**config.mk**
```make
export PLATFORM = sky130hd
export DESIGN_NAME = lut_coeff_loader
export DESIGN_NICKNAME = d
export VERILOG_FILES = /design/src/rtl/lut_coeff_loader_pkg.sv /design/src/rtl/lut_addr_seq.sv /design/src/rtl/lut_coeff_loader.sv
export SDC_FILE = /design/constraint.sdc
export NUM_CORES = 1
export LEC_CHECK = 0
export ABC_AREA = 1
export CAP_MARGIN = 5
export CORE_UTILIZATION = 31
export CTS_CLUSTER_DIAMETER = 120
export DETAILED_ROUTE_END_ITERATION = 6
export GPL_TIMING_DRIVEN = 0
export PLACE_DENSITY = 0.77
export RECOVER_POWER = 50
export SLEW_MARGIN = 10
export SYNTH_ARGS = -nofsm -noshare
export SYNTH_HDL_FRONTEND = slang
export SYNTH_SLANG_ARGS = --single-unit
export TNS_END_PERCENT = 5
```
**constraint.sdc**
```tcl
create_clock -name clk -period 1.8 [get_ports clk]
set_input_delay 0.27 -clock clk [delete_from_list [all_inputs] [get_ports clk]]
set_output_delay 0.27 -clock clk [all_outputs]
set_load 0.01 [all_outputs]
```
**src/rtl/lut_coeff_loader_pkg.sv**
```systemverilog
// Shared geometry constants and FSM encoding for the coefficient table loader.
// Readback verification is compiled in when LUT_LOADER_READBACK_EN is defined.
package lut_coeff_loader_pkg;

    localparam int unsigned BINS        = 256;
    localparam int unsigned SEGMENTS    = 14;
    localparam int unsigned DEPTH       = BINS * SEGMENTS;
    localparam int unsigned NUM_TABLES  = 4;
    localparam int unsigned DATA_WIDTH  = 32;
    localparam int unsigned ADDR_WIDTH  = 12;
    localparam int unsigned TOTAL_WORDS = NUM_TABLES * DEPTH;

    typedef enum logic [1:0] {
        S_IDLE   = 2'd0,
        S_WRITE  = 2'd1,
        S_VERIFY = 2'd2,
        S_DONE   = 2'd3
    } state_t;

endpackage

```
**src/rtl/lut_addr_seq.sv**
```systemverilog
// Address/table counter pair walked table-major; shared by the write and readback passes.
module lut_addr_seq #(
    parameter int unsigned DEPTH      = lut_coeff_loader_pkg::DEPTH,
    parameter int unsigned ADDR_WIDTH = lut_coeff_loader_pkg::ADDR_WIDTH,
    parameter int unsigned NUM_TABLES = lut_coeff_loader_pkg::NUM_TABLES,
    parameter int unsigned TBL_WIDTH  = 2
) (
    input  logic                  clk,
    input  logic                  rst,
    input  logic                  i_clear,
    input  logic                  i_advance,
    output logic [ADDR_WIDTH-1:0] o_addr,
    output logic [TBL_WIDTH-1:0]  o_tbl,
    output logic                  o_wrap_c,
    output logic                  o_last_c
);

    logic [ADDR_WIDTH-1:0] r_addr;
    logic [TBL_WIDTH-1:0]  r_tbl;

    assign o_wrap_c = (r_addr == ADDR_WIDTH'(DEPTH - 1));
    assign o_last_c = o_wrap_c && (r_tbl == TBL_WIDTH'(NUM_TABLES - 1));
    assign o_addr   = r_addr;
    assign o_tbl    = r_tbl;

    always_ff @(posedge clk or posedge rst) begin
        if (rst) begin
            r_addr <= '0;
            r_tbl  <= '0;
        end else if (i_clear) begin
            r_addr <= '0;
            r_tbl  <= '0;
        end else if (i_advance) begin
            if (o_wrap_c) begin
                r_addr <= '0;
                r_tbl  <= o_last_c ? '0 : r_tbl + TBL_WIDTH'(1);
            end else begin
                r_addr <= r_addr + ADDR_WIDTH'(1);
            end
        end
    end

endmodule

```
**src/rtl/lut_coeff_loader.sv**
```systemverilog
// Streams coefficient words table-major into NUM_TABLES single-port RAMs.
// Define LUT_LOADER_READBACK_EN to add a checksummed readback pass (VERIFY) before DONE.
module lut_coeff_loader #(
    parameter int unsigned DATA_WIDTH = lut_coeff_loader_pkg::DATA_WIDTH,
    parameter int unsigned DEPTH      = lut_coeff_loader_pkg::DEPTH,
    parameter int unsigned ADDR_WIDTH = lut_coeff_loader_pkg::ADDR_WIDTH,
    parameter int unsigned NUM_TABLES = lut_coeff_loader_pkg::NUM_TABLES
) (
    input  logic                             clk,
    input  logic                             rst,
    input  logic                             start,
    input  logic [DATA_WIDTH-1:0]            in_data,
    input  logic                             in_valid,
    output logic                             in_ready,
    output logic [ADDR_WIDTH-1:0]            lut_address,
    output logic [DATA_WIDTH-1:0]            lut_data,
    output logic [NUM_TABLES-1:0]            lut_wren,
    output logic                             lut_rden,
    input  logic [NUM_TABLES*DATA_WIDTH-1:0] lut_q,
    output logic                             busy,
    output logic                             done,
    output logic                             err
);
    import lut_coeff_loader_pkg::*;

    localparam int unsigned TBL_WIDTH = (NUM_TABLES > 1) ? $clog2(NUM_TABLES) : 1;

    state_t                r_state, w_state_nxt;
    logic                  r_in_ready, w_in_ready_nxt;
    logic [ADDR_WIDTH-1:0] r_lut_address, w_lut_address_nxt;
    logic [DATA_WIDTH-1:0] r_lut_data, w_lut_data_nxt;
    logic [NUM_TABLES-1:0] r_lut_wren, w_lut_wren_nxt;
    logic                  r_busy, w_busy_nxt;
    logic                  r_done, w_done_nxt;
    logic                  r_write_fin, w_write_fin_nxt;

    logic                  w_accept;
    logic                  w_seq_clear, w_seq_adv;
    logic [ADDR_WIDTH-1:0] w_seq_addr;
    logic [TBL_WIDTH-1:0]  w_seq_tbl;
    logic                  w_unused_wrap;
    logic                  w_seq_last_c;

`ifdef LUT_LOADER_READBACK_EN
    logic                  r_lut_rden, w_lut_rden_nxt;
    logic                  r_err, w_err_nxt;
    logic [DATA_WIDTH-1:0] r_wr_sum, w_wr_sum_nxt;
    logic [DATA_WIDTH-1:0] r_rd_sum, w_rd_sum_nxt;
    logic [DATA_WIDTH-1:0] w_rd_sample;
    logic                  r_rd_fin, w_rd_fin_nxt;
    logic                  r_rd_v1, w_rd_v1_nxt, r_rd_v2;
    logic [TBL_WIDTH-1:0]  r_rd_t1, w_rd_t1_nxt, r_rd_t2;
`endif

    lut_addr_seq #(
        .DEPTH      (DEPTH),
        .ADDR_WIDTH (ADDR_WIDTH),
        .NUM_TABLES (NUM_TABLES),
        .TBL_WIDTH  (TBL_WIDTH)
    ) u_seq (
        .clk       (clk),
        .rst       (rst),
        .i_clear   (w_seq_clear),
        .i_advance (w_seq_adv),
        .o_addr    (w_seq_addr),
        .o_tbl     (w_seq_tbl),
        .o_wrap_c  (w_unused_wrap),
        .o_last_c  (w_seq_last_c)
    );

    assign w_accept = in_valid && r_in_ready;

`ifdef LUT_LOADER_READBACK_EN
    // Stage 2 of the read pipeline lines up with lut_q for the table read two cycles earlier.
    assign w_rd_sample = r_rd_v2 ? lut_q[DATA_WIDTH * 32'(r_rd_t2) +: DATA_WIDTH] : '0;
`else
    logic w_unused_q;
    assign w_unused_q = ^lut_q;
`endif

    always_comb begin
        w_state_nxt       = r_state;
        w_in_ready_nxt    = r_in_ready;
        w_lut_address_nxt = r_lut_address;
        w_lut_data_nxt    = r_lut_data;
        w_lut_wren_nxt    = '0;
        w_busy_nxt        = r_busy;
        w_done_nxt        = r_done;
        w_write_fin_nxt   = r_write_fin;
        w_seq_clear       = 1'b0;
        w_seq_adv         = 1'b0;
`ifdef LUT_LOADER_READBACK_EN
        w_lut_rden_nxt    = 1'b0;
        w_err_nxt         = r_err;
        w_wr_sum_nxt      = r_wr_sum;
        w_rd_sum_nxt      = r_rd_sum ^ w_rd_sample;
        w_rd_fin_nxt      = r_rd_fin;
        w_rd_v1_nxt       = 1'b0;
        w_rd_t1_nxt       = r_rd_t1;
`endif
        case (r_state)
            S_IDLE, S_DONE: begin
                if (start) begin
                    w_state_nxt     = S_WRITE;
                    w_seq_clear     = 1'b1;
                    w_in_ready_nxt  = 1'b1;
                    w_busy_nxt      = 1'b1;
                    w_done_nxt      = 1'b0;
                    w_write_fin_nxt = 1'b0;
`ifdef LUT_LOADER_READBACK_EN
                    w_err_nxt       = 1'b0;
                    w_wr_sum_nxt    = '0;
`endif
                end
            end
            S_WRITE: begin
                // r_write_fin marks the cycle the final write is on the RAM ports.
                if (r_write_fin) begin
`ifdef LUT_LOADER_READBACK_EN
                    w_state_nxt  = S_VERIFY;
                    w_seq_clear  = 1'b1;
                    w_rd_sum_nxt = '0;
                    w_rd_fin_nxt = 1'b0;
`else
                    w_state_nxt  = S_DONE;
                    w_busy_nxt   = 1'b0;
                    w_done_nxt   = 1'b1;
`endif
                end else if (w_accept) begin
                    w_lut_address_nxt = w_seq_addr;
                    w_lut_data_nxt    = in_data;
                    w_lut_wren_nxt    = NUM_TABLES'(1) << w_seq_tbl;
                    w_seq_adv         = 1'b1;
`ifdef LUT_LOADER_READBACK_EN
                    w_wr_sum_nxt      = r_wr_sum ^ in_data;
`endif
                    if (w_seq_last_c) begin
                        w_in_ready_nxt  = 1'b0;
                        w_write_fin_nxt = 1'b1;
                    end
                end
            end
`ifdef LUT_LOADER_READBACK_EN
            S_VERIFY: begin
                if (!r_rd_fin) begin
                    w_lut_rden_nxt    = 1'b1;
                    w_lut_address_nxt = w_seq_addr;
                    w_seq_adv         = 1'b1;
                    w_rd_v1_nxt       = 1'b1;
                    w_rd_t1_nxt       = w_seq_tbl;
                    w_rd_fin_nxt      = w_seq_last_c;
                end
                // Leave once the last sample is folded in this cycle.
                if (r_rd_fin && !r_rd_v1 && r_rd_v2) begin
                    w_state_nxt = S_DONE;
                    w_busy_nxt  = 1'b0;
                    w_done_nxt  = 1'b1;
                    w_err_nxt   = (w_rd_sum_nxt != r_wr_sum);
                end
            end
`endif
            default: begin
                w_state_nxt    = S_IDLE;
                w_in_ready_nxt = 1'b0;
                w_busy_nxt     = 1'b0;
                w_done_nxt     = 1'b0;
            end
        endcase
    end

    always_ff @(posedge clk or posedge rst) begin
        if (rst) begin
            r_state       <= S_IDLE;
            r_in_ready    <= 1'b0;
            r_lut_address <= '0;
            r_lut_data    <= '0;
            r_lut_wren    <= '0;
            r_busy        <= 1'b0;
            r_done        <= 1'b0;
            r_write_fin   <= 1'b0;
        end else begin
            r_state       <= w_state_nxt;
            r_in_ready    <= w_in_ready_nxt;
            r_lut_address <= w_lut_address_nxt;
            r_lut_data    <= w_lut_data_nxt;
            r_lut_wren    <= w_lut_wren_nxt;
            r_busy        <= w_busy_nxt;
            r_done        <= w_done_nxt;
            r_write_fin   <= w_write_fin_nxt;
        end
    end

`ifdef LUT_LOADER_READBACK_EN
    always_ff @(posedge clk or posedge rst) begin
        if (rst) begin
            r_lut_rden <= 1'b0;
            r_err      <= 1'b0;
            r_wr_sum   <= '0;
            r_rd_sum   <= '0;
            r_rd_fin   <= 1'b0;
            r_rd_v1    <= 1'b0;
            r_rd_v2    <= 1'b0;
            r_rd_t1    <= '0;
            r_rd_t2    <= '0;
        end else begin
            r_lut_rden <= w_lut_rden_nxt;
            r_err      <= w_err_nxt;
            r_wr_sum   <= w_wr_sum_nxt;
            r_rd_sum   <= w_rd_sum_nxt;
            r_rd_fin   <= w_rd_fin_nxt;
            r_rd_v1    <= w_rd_v1_nxt;
            r_rd_v2    <= r_rd_v1;
            r_rd_t1    <= w_rd_t1_nxt;
            r_rd_t2    <= r_rd_t1;
        end
    end

    assign lut_rden = r_lut_rden;
    assign err      = r_err;
`else
    assign lut_rden = 1'b0;
    assign err      = 1'b0;
`endif

    assign in_ready    = r_in_ready;
    assign lut_address = r_lut_address;
    assign lut_data    = r_lut_data;
    assign lut_wren    = r_lut_wren;
    assign busy        = r_busy;
    assign done        = r_done;

endmodule

```
# Word level (Yosys, flattened, before mapping)
# Index checks and enable logic that the tools add are counted.
# op_classes
n_shift	1
eq_ne	9
addsub	2
bitwise_logic	1
mux	32
n_reduce_logical	12
# op_table
op	count
two-way mux 12 bit	3
two-way mux 1 bit	15
adder 12 x 1 -> 12 bit (second input constant)	1
equality test 12 bit (second input constant)	1
two-way mux 2 bit	6
two-way mux 4 bit	3
!= test 2 bit (second input constant)	4
case mux 1 bit (2 select lines)	4
AND reduction 2 bit	3
nonzero test 2 bit	3
equality test 2 bit (second input constant)	2
case mux 2 bit (2 select lines)	1
AND reduction 4 bit	1
left shift 1 x 2 -> 4 bit (first input constant)	1
AND reduction 3 bit	1
adder 2 x 1 -> 2 bit (second input constant)	1
equality test 2 x 1 -> 1 bit (second input constant)	1
logical AND 1 bit	2
zero test 2 bit	1
!= test 2 x 1 -> 1 bit (second input constant)	1
OR reduction 2 bit	1
inverter 1 bit	1
# word_totals
regBits	68
inputBits	164

# Logic depth before layout (Yosys ltp)
# depth
word_depth	6
ltp_mapped	11
mapped_depth_nobuf	11

# By module
# Synthesis repeated with hierarchy kept, for this count alone.
# unflattened
cells_unflattened	354
hier_area_um2	3029.2
# modules_own_cells
mod	seq_area_each_um2	n_inst	area_each_um2	cells_per_inst
lut_coeff_loader	1351.3	1	2168.3	243
lut_addr_seq	350.3	1	860.8	111

# Worst setup path before layout
# OpenSTA, ideal clock, no wires.
# synth_path
kind	register to register
startpoint	register r_state[1]
endpoint	register u_seq.r_addr[6], in the netlist u_seq.o_addr[6]
required_ns	1.720
stages_incl_launch_ff	8
path_slack_ns	0.271
arrival_ns	1.448
period_less_slack_ns	1.529
n_path_buf	0
cell_sequence	dfrtp_1 inv_1 ha_1 nand2_2 inv_1 nor2_2 nor2_8 nor3_2
# synth_between
elab_chain_cells	4
# synth_rtl
element	line_no	text
start: declaration	lut_coeff_loader.sv:28	state_t r_state, w_state_nxt;
start signal: assignment	lut_coeff_loader.sv:182	r_state <= w_state_nxt;
equality test 2 bit / zero test 2 bit (equally long branches)	lut_coeff_loader.sv:101	case (r_state)
OR reduction 2 bit	lut_coeff_loader.sv:101	
two-way mux 1 bit	lut_coeff_loader.sv:101	
two-way mux 12 bit / nonzero test 2 bit (equally long branches)	--	
end signal: assignment	lut_addr_seq.sv:38	r_addr <= r_addr + ADDR_WIDTH'(1);
end: declaration	lut_addr_seq.sv:18	logic [ADDR_WIDTH-1:0] r_addr;
# Parallel ways exist; a longest one is shown, timed or not.
# A chain may end at the register's enable or synchronous reset.

# Worst setup path in the final report
# Ends and elaborated chain as after synthesis.

==> results.toml <==
[power]
p_leak_nw = 2.06
ir_worst_vdd_mv = 0.473
power_density_nw_per_um2 = 1510

[clock_tree]
clkTransAtPathRegs_ns = 0.08
cts.sinks = 67
cts_buffer_depth = 2
ctsHtreeMaxLevel = 3
cts_tree = "yes"
cts-root-buf = "clkbuf_8"
numCtsBuffers = 9
postCtsHoldBufs = 0
clock_latency_ns = 0.35

[placed_design]
globalplace.congestion = 0.812
port_buffers = 86
dp_hpwl_um = 5360
dpl_cell_area_sq_um = 4030
dpl_worst_slack_ns = 0.0319
dp_cells = 561

[layout]
n_antenna_cell = 0
drive_above_1_share_pct = 12.9
final_cell_mix = "nand2_1 (140), dfrtp_1 (67), clkdlybuf4s50_1 (63)"
nFillCells = 885
register_area_sq_um = 1680
multi_input_area_sq_um = 1130
final_cells = 579
final_area_sq_um = 4260
nets = 616
layout_commonest_cell = "nand2_1"
area_delta_synth_final_pct = 43.0

[min_path]
hp-class = "in2reg"
hold_path.startpoint = "in_data[15]"

[grt]
antenna_found_initial = 0
grt_max_degree = 38
track_usage_pct = 15.0
grt_pass1_vias = 2540
grt_first_pass_wirelength_um = 11700
grt_remaining_overflow = 0

[setup_path]
crit_type = "reg2reg"
start_kind = "register"
rr_startpoint = "r_state[1]"
crit_fanout = 7
worst_ep_required_time_ns = 2.06
critPathCaptureType = "register"
cp.arrival_ns = 1.94
crit_start = "r_state[1]"

[drt]
ant_nets = 0
drt_wl_total_um = 7170
dr.pass1.iters = 4
drc = 0
drt-initial-drc-count = 103
detail_route.wl_per_cell_um = 12.4
vias = 2526
vias_per_cell = 4.36

[floorplan]
io_pins = 217
initial_core_util_pct = 32.0
fp.coreArea_sq_um = 9280
die_w_um = 100
die_area_sq_um = 9990
rows = 35
die_y_um = 100

[sta]
setup_ws_ns = 0.115
slew_violations = 0
clock_skew_ns = 0.00903
relSlewSlack_pct = 46.0
rsz0062_at_grt = "no"
fmax_mhz = 594
post-route-period-util_pct = 93.6
finalHoldViolCount = 0
fin_tns_setup_ns = 0
tightest_slew_ns = 0.809
period_minus_slack_ns = 1.68
setup_viol = 0

[run]
maxCapViolCount = 0

[logic_synthesis]
yosys_warnings = 0
synth.distinct_cells = 25
avgSynthCellArea_sq_um = 8.65
ys_ff_latch = 67
synthCells = 344
yosysSeqAreaShare_pct = 56.3
synth_area_sq_um = 2980

[status]
outcome = "complete, no violations"
## final timing paths
| kind | end | slack, ns | depth (start not counted) |
|---|---|---|---|
| min in group asynchronous | lut_address[0] | 0.56 | 2 |
| min reg2reg | lut_data[21] | 0.48 | 2 |
| max reg2reg | u_seq.o_addr[6] | 0.12 | 7 |
| max in group asynchronous | lut_data[22] | 0.29 | 3 |
| max | u_seq.o_addr[6] | 0.12 | 7 |
| min | lut_data[15] | 0.45 | 3 |
## critical path: stages, from the launching register on
cell	delay, ns
dfrtp_1	0.40
inv_1	0.09
ha_2	0.29
nand2_2	0.16
inv_1	0.10
nor2_2	0.30
nor2_8	0.08
nor3_2	0.19
## report_power, final
part           switching, W  leakage [nW]  total, W  internal, W
clock              0.000573         0.108   0.00139     0.000817
combinational       0.00138          1.08   0.00262      0.00124
sequential         0.000344         0.874   0.00240      0.00206
## registers in the layout, indices dropped and copies added (netlist names)
name,cells
busy,1
lut_data,32
lut_wren,4
lut_address,12
r_write_fin,1
r_state,2
u_seq.o_tbl,2
in_ready,1
u_seq.o_addr,12
## Yosys cell counts, drive strengths merged
| master | n | share of area, % |
|---|---|---|
| a21oi | 6 | 1.0 |
| nand3 | 9 | 1.5 |
| ha | 7 | 2.9 |
| nand4 | 3 | 0.63 |
| o21ai | 21 | 3.7 |
| conb | 1 | 0.13 |
| dfrtp | 67 | 56 |
| nor2 | 29 | 5.4 |
| buf | 9 | 1.8 |
| o31ai | 1 | 0.25 |
| clkbuf | 2 | 0.25 |
| nor3 | 8 | 2.0 |
| nand2 | 150 | 20 |
| and3 | 1 | 0.21 |
| inv | 30 | 3.8 |
## layout make-up
class / count / share of cell area [%]
Multi-Input combinational cell: 237 / 26.6
Buffer: 11 / 1.38
Clock inverter: 6 / 2.09
Tap cell: 129 / 3.79
Timing Repair Buffer: 89 / 20.8
Sequential cell: 67 / 39.4
Clock buffer: 10 / 3.23
Inverter: 30 / 2.73
## cells by family (layout without fill, tap and decap cells)
kind of cell,count (synthesis),count (layout),synth area share (%)
AOI/OAI and AO/OA,28,28,4.92
adders and majority gates,7,7,2.94
buffers and inverters,41,146,5.80
DFF,67,67,56.3
other,1,2,0.126
and+or+nand+nor,200,200,29.9
## layer usage
metal / wire, um / vias to the layer above / GRT usage, % / part of all wire (%)
met5: 0 / - / 0 / 0
met4: 240 / 0 / 8.25 / 3.3
met3: 371 / 19 / 3.55 / 5.2
met2: 3670 / 74 / 26.2 / 51
met1: 2890 / 1175 / 16.9 / 40
li1: - / 1258 / - / -
## what timing repair did
action                     in CTS  in global routing
setup endpoints to repair       0                  4
resized for setup               0                  1
setup buffers                   0                  2
## metrics by stage
step                      util, %  total power, W  hold WS, ns
final                        45.8         0.00641        0.450
after global routing         45.8         0.00690        0.447
after CTS                    45.8         0.00653        0.432
after detailed placement     43.4         0.00511        0.464
after global placement       43.1         0.00500        0.463
after floorplan                 -         0.00378        0.380
(Power assumes the default switching activity.)
